[src/rtl/dot_bank.sv]
// Per-frame dot consumption tracker: scans every dot against the latched Pac-Man
// position, keeps the eaten bitmap, score, remaining count and level-clear flag.
module dot_bank #(
   parameter int unsigned NUM_DOTS   = 64,
   parameter int unsigned IDX_W      = $clog2(NUM_DOTS),
   parameter int unsigned HIT_RADIUS = 6,
   parameter int unsigned DOT_PTS    = 10,
   parameter int unsigned POWER_PTS  = 50
) (
   input  logic             Clk,
   input  logic             Reset,
   input  logic             frame_start,
   input  logic             new_level,
   input  logic [9:0]       pacX,
   input  logic [9:0]       pacY,
   output logic [IDX_W-1:0] dot_idx,
   input  logic [9:0]       dotX,
   input  logic [9:0]       dotY,
   input  logic             dotPower,
   input  logic [IDX_W-1:0] query_idx,
   output logic             query_eaten,
   output logic             busy,
   output logic             scan_done,
   output logic             eat_pulse,
   output logic             power_pulse,
   output logic [15:0]      score,
   output logic [IDX_W:0]   dots_left,
   output logic             level_clear
);

   localparam int unsigned COORD_W = 10;
   localparam int unsigned DIFF_W  = COORD_W + 1;
   localparam int unsigned SCORE_W = 16;
   localparam int unsigned CNT_W   = IDX_W + 1;

   typedef enum logic [1:0] {IDLE, SCAN, DONE} state_t;

   state_t               state, state_nxt;
   logic [IDX_W-1:0]     idx;
   logic [COORD_W-1:0]   pac_x_l, pac_y_l;
   logic [NUM_DOTS-1:0]  eaten;

   logic                 last_idx;
   logic signed [DIFF_W-1:0] dx, dy;
   logic [DIFF_W-1:0]    adx, ady;
   logic                 hit, eat_c;
   logic [SCORE_W-1:0]   pts, score_nxt;
   logic [SCORE_W:0]     score_sum;

   assign last_idx = (idx == IDX_W'(NUM_DOTS - 1));

   // State register
   always_ff @(posedge Clk or posedge Reset) begin
      if (Reset) state <= IDLE;
      else       state <= state_nxt;
   end

   // Next state; new_level overrides everything and drops back to IDLE
   always_comb begin
      state_nxt = state;
      case (state)
         IDLE:    if (frame_start) state_nxt = SCAN;
         SCAN:    if (last_idx)    state_nxt = DONE;
         DONE:    state_nxt = IDLE;
         default: state_nxt = IDLE;
      endcase
      if (new_level) state_nxt = IDLE;
   end

   // Signed 11-bit distance so coordinates near 0 or 1023 never wrap into a hit
   always_comb begin
      dx        = $signed({1'b0, dotX}) - $signed({1'b0, pac_x_l});
      dy        = $signed({1'b0, dotY}) - $signed({1'b0, pac_y_l});
      adx       = dx[DIFF_W-1] ? DIFF_W'(-dx) : DIFF_W'(dx);
      ady       = dy[DIFF_W-1] ? DIFF_W'(-dy) : DIFF_W'(dy);
      hit       = (adx <= DIFF_W'(HIT_RADIUS)) && (ady <= DIFF_W'(HIT_RADIUS));
      eat_c     = (state == SCAN) && hit && !eaten[idx] && !new_level;
      pts       = dotPower ? SCORE_W'(POWER_PTS) : SCORE_W'(DOT_PTS);
      score_sum = (SCORE_W + 1)'(score) + (SCORE_W + 1)'(pts);
      score_nxt = score_sum[SCORE_W] ? {SCORE_W{1'b1}} : score_sum[SCORE_W-1:0];
   end

   // Scan index, position latch, bitmap and scoring
   always_ff @(posedge Clk or posedge Reset) begin
      if (Reset) begin
         idx         <= '0;
         pac_x_l     <= '0;
         pac_y_l     <= '0;
         eaten       <= '0;
         dots_left   <= CNT_W'(NUM_DOTS);
         score       <= '0;
         eat_pulse   <= 1'b0;
         power_pulse <= 1'b0;
      end else begin
         eat_pulse   <= eat_c;
         power_pulse <= eat_c && dotPower;
         if (new_level) begin
            idx       <= '0;
            eaten     <= '0;
            dots_left <= CNT_W'(NUM_DOTS);
         end else begin
            if (state == IDLE && frame_start) begin
               pac_x_l <= pacX;
               pac_y_l <= pacY;
               idx     <= '0;
            end else if (state == SCAN) begin
               idx <= last_idx ? '0 : idx + IDX_W'(1);
            end
            if (eat_c) begin
               eaten[idx] <= 1'b1;
               dots_left  <= dots_left - CNT_W'(1);
               score      <= score_nxt;
            end
         end
      end
   end

   assign dot_idx     = idx;
   assign query_eaten = eaten[query_idx];
   assign busy        = (state != IDLE);
   assign scan_done   = (state == DONE);
   assign level_clear = (dots_left == '0);

endmodule

[config.mk]
export PLATFORM = sky130hd
export DESIGN_NAME = dot_bank
export DESIGN_NICKNAME = d
export VERILOG_FILES = /design/src/rtl/dot_bank.sv
export SDC_FILE = /design/constraint.sdc
export NUM_CORES = 1
export LEC_CHECK = 0
export CAP_MARGIN = 20
export CORE_MARGIN = 1
export CORE_UTILIZATION = 45
export CTS_CLUSTER_SIZE = 25
export DETAILED_ROUTE_END_ITERATION = 6
export PLACE_DENSITY = 0.73
export SLEW_MARGIN = 40
export SYNTH_ARGS = -nofsm -noshare
export SYNTH_HDL_FRONTEND = slang
export SYNTH_SLANG_ARGS = --single-unit
[constraint.sdc]
create_clock -name Clk -period 13 [get_ports Clk]
set_input_delay 3.25 -clock Clk [delete_from_list [all_inputs] [get_ports Clk]]
set_output_delay 3.25 -clock Clk [all_outputs]
set_load 0.01 [all_outputs]
# After elaboration in Yosys (flattened, before gate mapping)
# Cells that the tools add are included.
[totals]
wordCells = 67
regBits = 117
output_inout_bits = 35
input_bits = 51
[op_classes]
magnitude_cmp = 5
mux = 22
n_bitwise = 2
n_addsub = 7
eq_ne = 5
n_reduce_logical = 17
[ops]
columns = ["op", "n"]
rows = [
  ["$mux 64", 2],
  ["$or 64x64->64", 1],
  ["$mux 6", 5],
  ["$le 11x3->1 const B", 2],
  ["$mux 11", 2],
  ["$neg 11->11", 2],
  ["$sub 10x10->11", 2],
  ["$add 16x6->17", 1],
  ["$mux 16", 1],
  ["$lt 6x7->1 const B", 2],
  ["$mux 7", 2],
  ["$bmux 1 s6", 2],
  ["$logic_and 1x1->1", 7],
  ["$logic_not 7->1", 1],
  ["$sub 7x1->7 const B", 1],
  ["$add 6x1->6 const B", 1],
  ["$demux 1 s6", 1],
  ["$eq 6x6->1 const B", 1],
  ["$ge 6x1->1 const B", 1],
  ["$mux 2", 3],
  ["$ne 3x3->1 const B", 2],
  ["$reduce_and 2->1", 3],
  ["$pmux 2 s2", 1],
  ["$reduce_bool 2->1", 2],
  ["7 further kinds", 10],
]

# Depth between registers and ports, before layout
[depth]
word_depth = 10
depth_mapped = 16
ltp_nobuf = 13

# Worst setup path after synthesis
# OpenSTA, ideal clock, no wires.
[synth_timing]
path_type = "input port to output port"
startpoint = "input query_idx[0]"
endpoint = "output query_eaten"
arrival_ps = 5690
required_time_ps = 9750
path_buffers = 2
stages = 5
slack_ps = 4060
cell_sequence = "clkbuf_1 buf_1 mux4_2 mux4_2 mux4_2"
[synth_via]
elab_chain_cells = 2
[synth_rtl]
columns = ["element", "line_no", "text"]
rows = [
  ["from (decl)", "20", "input logic [IDX_W-1:0] query_idx,"],
  ["$bmux 1 s6", "119", "assign query_eaten = eaten[query_idx];"],
  ["$mux 1 (implied by the code)", "119", ""],
  ["to (decl)", "21", "output logic query_eaten,"],
]
# Every way passes these cells. The select of a mux whose other input is x is not followed.

# Worst setup path after layout
[layout_timing]
startpoint = "input query_idx[1]"
endpoint = "output query_eaten"
# Same word-level chain as after synthesis.

==> results by group <==
Run status
  • Outcome: finished, violations left
  • Failing checks: design-rule violations

Floorplan
  • Die ar.: 19170 µm²
  • Io pins: 86
  • Std-Cell Rows: 49
  • Initial Util: 46.33%
  • Die X: 138.5 µm
  • Core ar.: 18090 µm²
  • Die height: 138.5 µm

Global route
  • Initial antenna violation count: 0
  • Vias in the first global route: 6939
  • Pin count of the biggest net entering global routing: 77
  • GRT Total Usage: 23.20%
  • First-pass GRT wire length: 35.87 mm
  • Final global-route overflow total: 0

Timing
  • Unrepaired setup endpoints after global routing: no
  • Worst slew pin tran: 0.8179 ns
  • Maximum clock frequency: 0.1074 GHz
  • Slew margin rel.: 45.48%
  • Max-slew violations: 0
  • Final Hold Viols: 0
  • Tmin final: 9.315 ns
  • Endpoints failing setup: 0
  • Setup TNS: 0 ns
  • Final period utilization: 71.66%
  • Clock Skew: 0.01331 ns
  • Min Hold Slack: 0.4601 ns

Layout
  • Layout area overhead: 19.28%
  • Commonest non-fill, non-tap cells in the layout: dfrtp_1, nand2_1, clkdlybuf4s50_1
  • Fill cells: 1588
  • Layout Cells excl Fill: 1215
  • Post-route design area: 9995 µm²
  • Layout cells sized above 1: 10.45%
  • Commonest non-fill, non-tap cell in the layout: dfrtp_1
  • Total Nets Final: 1053
  • ANT cells: 0
  • Area used by multi-input combinational logic: 5012 µm²
  • Sequential Area: 2929 µm²

Routing
  • Max Used Layer: met4
  • Avg Vias per Cell: 5.970
  • Final ANT Viol Nets: 0
  • Met3 WL post-DR: 1.201 mm
  • Wire length on met1: 9.919 mm
  • Initial drt markers: 634
  • Wire length on met2: 10.16 mm
  • Via count: 7253
  • Routed len/inst: 17.84 µm
  • Routed wire length: 21.68 mm
  • TritonRoute pass-1 iters: 7
  • DRC viols: 6

Pwr
  • Int Power: 0.8324 mW
  • Psw: 0.3887 mW
  • Worst VDD drop: 84.53 µV
  • Leakage power: 4.067 nW
  • Clock power frac: 41.5%
  • Comb power frac: 27.2%
  • Net Sw Frac: 31.83%
  • Pwr dens: 122.2 nW/µm²
  • Sequential share of power: 31.3%

Synthesis
  • EDFF count, synth: 0
  • Compound-Gate Fraction of Synth Area: 19.13%
  • Largest family of logic cells by synthesized area: simple AND/OR/NAND/NOR gates
  • Synthesized cell area: 8379 µm²
  • Post-synth ARST share: 100.0%
  • Sequential area share after synthesis: 34.96%
  • Syn avg cell area: 9.148 µm²
  • Synth Area in XOR/XNOR: 1.359%
  • FF+latch count, synth: 117
  • Distinct cells, synth: 81
  • Post-Synth Adder-Cell Area: 4.509%
  • Most used flip-flop cell after synthesis: dfrtp_1
  • Cells after Synth: 916
  • Post-synthesis mux area share: 10.92%
  • Synth Warn #: 0
  • Synth Area in Simple Gates: 23.67%
  • Syn_nets: 996

Worst setup path
  • Flop2flop setup slack: 8.48 ns
  • Critical path data arrival time: 6.07 ns
  • FF-to-FF Start: pac_x_l[0]$_DFFE_PP0P_
  • Crit start category: primary input
  • Worst Path Class, Setup: primary input to output port
  • CP startpoint: query_idx[1]
  • Worst endpoint required time: 9.75 ns
  • Worst-case reg-to-reg path depth: 12
  • Worst setup EP type: output port
  • R2r endpoint: score[1]$_DFFE_PP0P_
  • Crit path max fanout: 16

CTS
  • Clock Sinks: 117
  • H-tree depth: 4
  • Reg clk slew, reported paths: 0.06 ns
  • Post_cts resized: 0
  • CTS Buf Count: 17
  • CTS Root Cell: clkbuf_16
  • CTS tree: built
  • # Post-CTS Setup Buffers: 0
  • CTS Hold Bufs: 0
  • CTS Buffer Depth: 2
  • Clk Latency, worst-skew pair: 0.43 ns

Placement
  • GP Congestion: 0.8975
  • Post-placement cell area: 9356 µm²
  • Buffers on Ports: 85
  • Placed insts: 1183
  • HPWL Detailed: 14.89 mm

Run
  • Max-Cap Viols: 0

Hold path
  • Hold Path End: score[0]$_DFFE_PP0P_
  • Hold Path Depth: 1
  • HP Start: score[0]$_DFFE_PP0P_
  • Hold crit path type: register to register
-- registers in the layout, indices dropped and copies added (netlist names) --
name	count
state	2
eaten	64
score	16
power_pulse	1
dot_idx	6
dots_left	7
pac_x_l	10
pac_y_l	10
eat_pulse	1
-- per-stage QoR --
step / setup WS, ns / utilization [%] / total power, mW
2_1_floorplan: 4.060 / - / 0.6412
3_3_place_gp: 3.289 / 51.73 / 0.7117
3_5_place_dp: 3.692 / 51.73 / 0.7182
4_1_cts: 3.687 / 55.24 / 1.228
5_1_grt: 3.603 / 55.26 / 1.284
6_report: 3.685 / 55.26 / 1.221
-- worst max-delay path, cell delays in order --
cell             delay (ns)
clkdlybuf4s50_1        0.95
mux4_2                 0.42
mux4_2                 0.48
mux4_2                 0.46
clkdlybuf4s50_1        0.49
-- power groups by stage --
| stage | clock (mW) | combinational (mW) | sequential [mW] |
|---|---|---|---|
| after CTS | 0.515 | 0.331 | 0.382 |
| after detailed placement | 0 | 0.330 | 0.389 |
| after global routing | 0.532 | 0.369 | 0.383 |
| after floorplan | 0 | 0.254 | 0.388 |
| final | 0.507 | 0.332 | 0.382 |
| after global placement | 0 | 0.324 | 0.388 |
-- Yosys cell counts (all sizes together) (4+ instances only) --
master / instances / area [µm²]
xor2: 6 / 52.55
mux4: 25 / 563.0
o22ai: 25 / 156.4
nand3b: 16 / 120.1
nor4b: 4 / 47.55
o31ai: 34 / 255.2
nor4: 8 / 50.05
a2bb2oi: 7 / 61.31
a22oi: 4 / 30.03
and2: 8 / 50.05
ha: 27 / 337.8
mux2i: 7 / 70.07
a21o: 21 / 157.7
nor2b: 28 / 175.2
o21ai: 35 / 175.2
nand2b: 46 / 287.8
or3: 10 / 62.56
a21oi: 27 / 146.4
inv: 60 / 225.2
or2: 5 / 31.28
a211oi: 7 / 52.55
clkbuf: 31 / 116.4
nor2: 54 / 202.7
a2111oi: 5 / 68.82
and3: 6 / 42.54
a31oi: 4 / 25.02
or3b: 7 / 61.31
nand3: 15 / 80.08
buf: 24 / 116.4
a221oi: 4 / 52.56
mux2: 25 / 281.5
a21boi: 6 / 45.05
dfrtp: 116 / 2903
nor3: 30 / 161.4
nor3b: 10 / 85.08
o21a: 7 / 52.55
xnor2: 7 / 61.31
nand2: 94 / 352.8
nand4: 13 / 81.33
-- worst max-delay path by stage --
stage | to | slack [ns] | cells after the start
global placement | query_eaten | 3.29 | 5
detailed placement | query_eaten | 3.69 | 5
floorplan | query_eaten | 4.06 | 5
CTS | query_eaten | 3.69 | 5
finish | query_eaten | 3.68 | 5
global route | query_eaten | 3.60 | 5
-- logic make-up after synthesis --
| family | count (synthesis) |
|---|---|
| fa+ha+maj | 29 |
| mux | 57 |
| xor+xnor | 13 |
| flops | 117 |
| buf+inv | 115 |
| simple gates | 363 |
| compound gates | 222 |
-- per-layer routing --
layer	up-vias	GRT usage, %
li1	3468	-
met1	3532	31.72
met5	-	0
met3	28	5.161
met2	225	36.55
met4	0	7.333
-- final cells by class --
cell class	instances	area share (%)
multi-input cells	684	50.15
flip-flops and latches	117	29.31
inverters	60	2.278
repair buffers	93	9.051
clock buffers	20	4.670
well taps	229	2.867
clock inverters	12	1.678
Note: power is estimated with default switching activity, not from simulation.
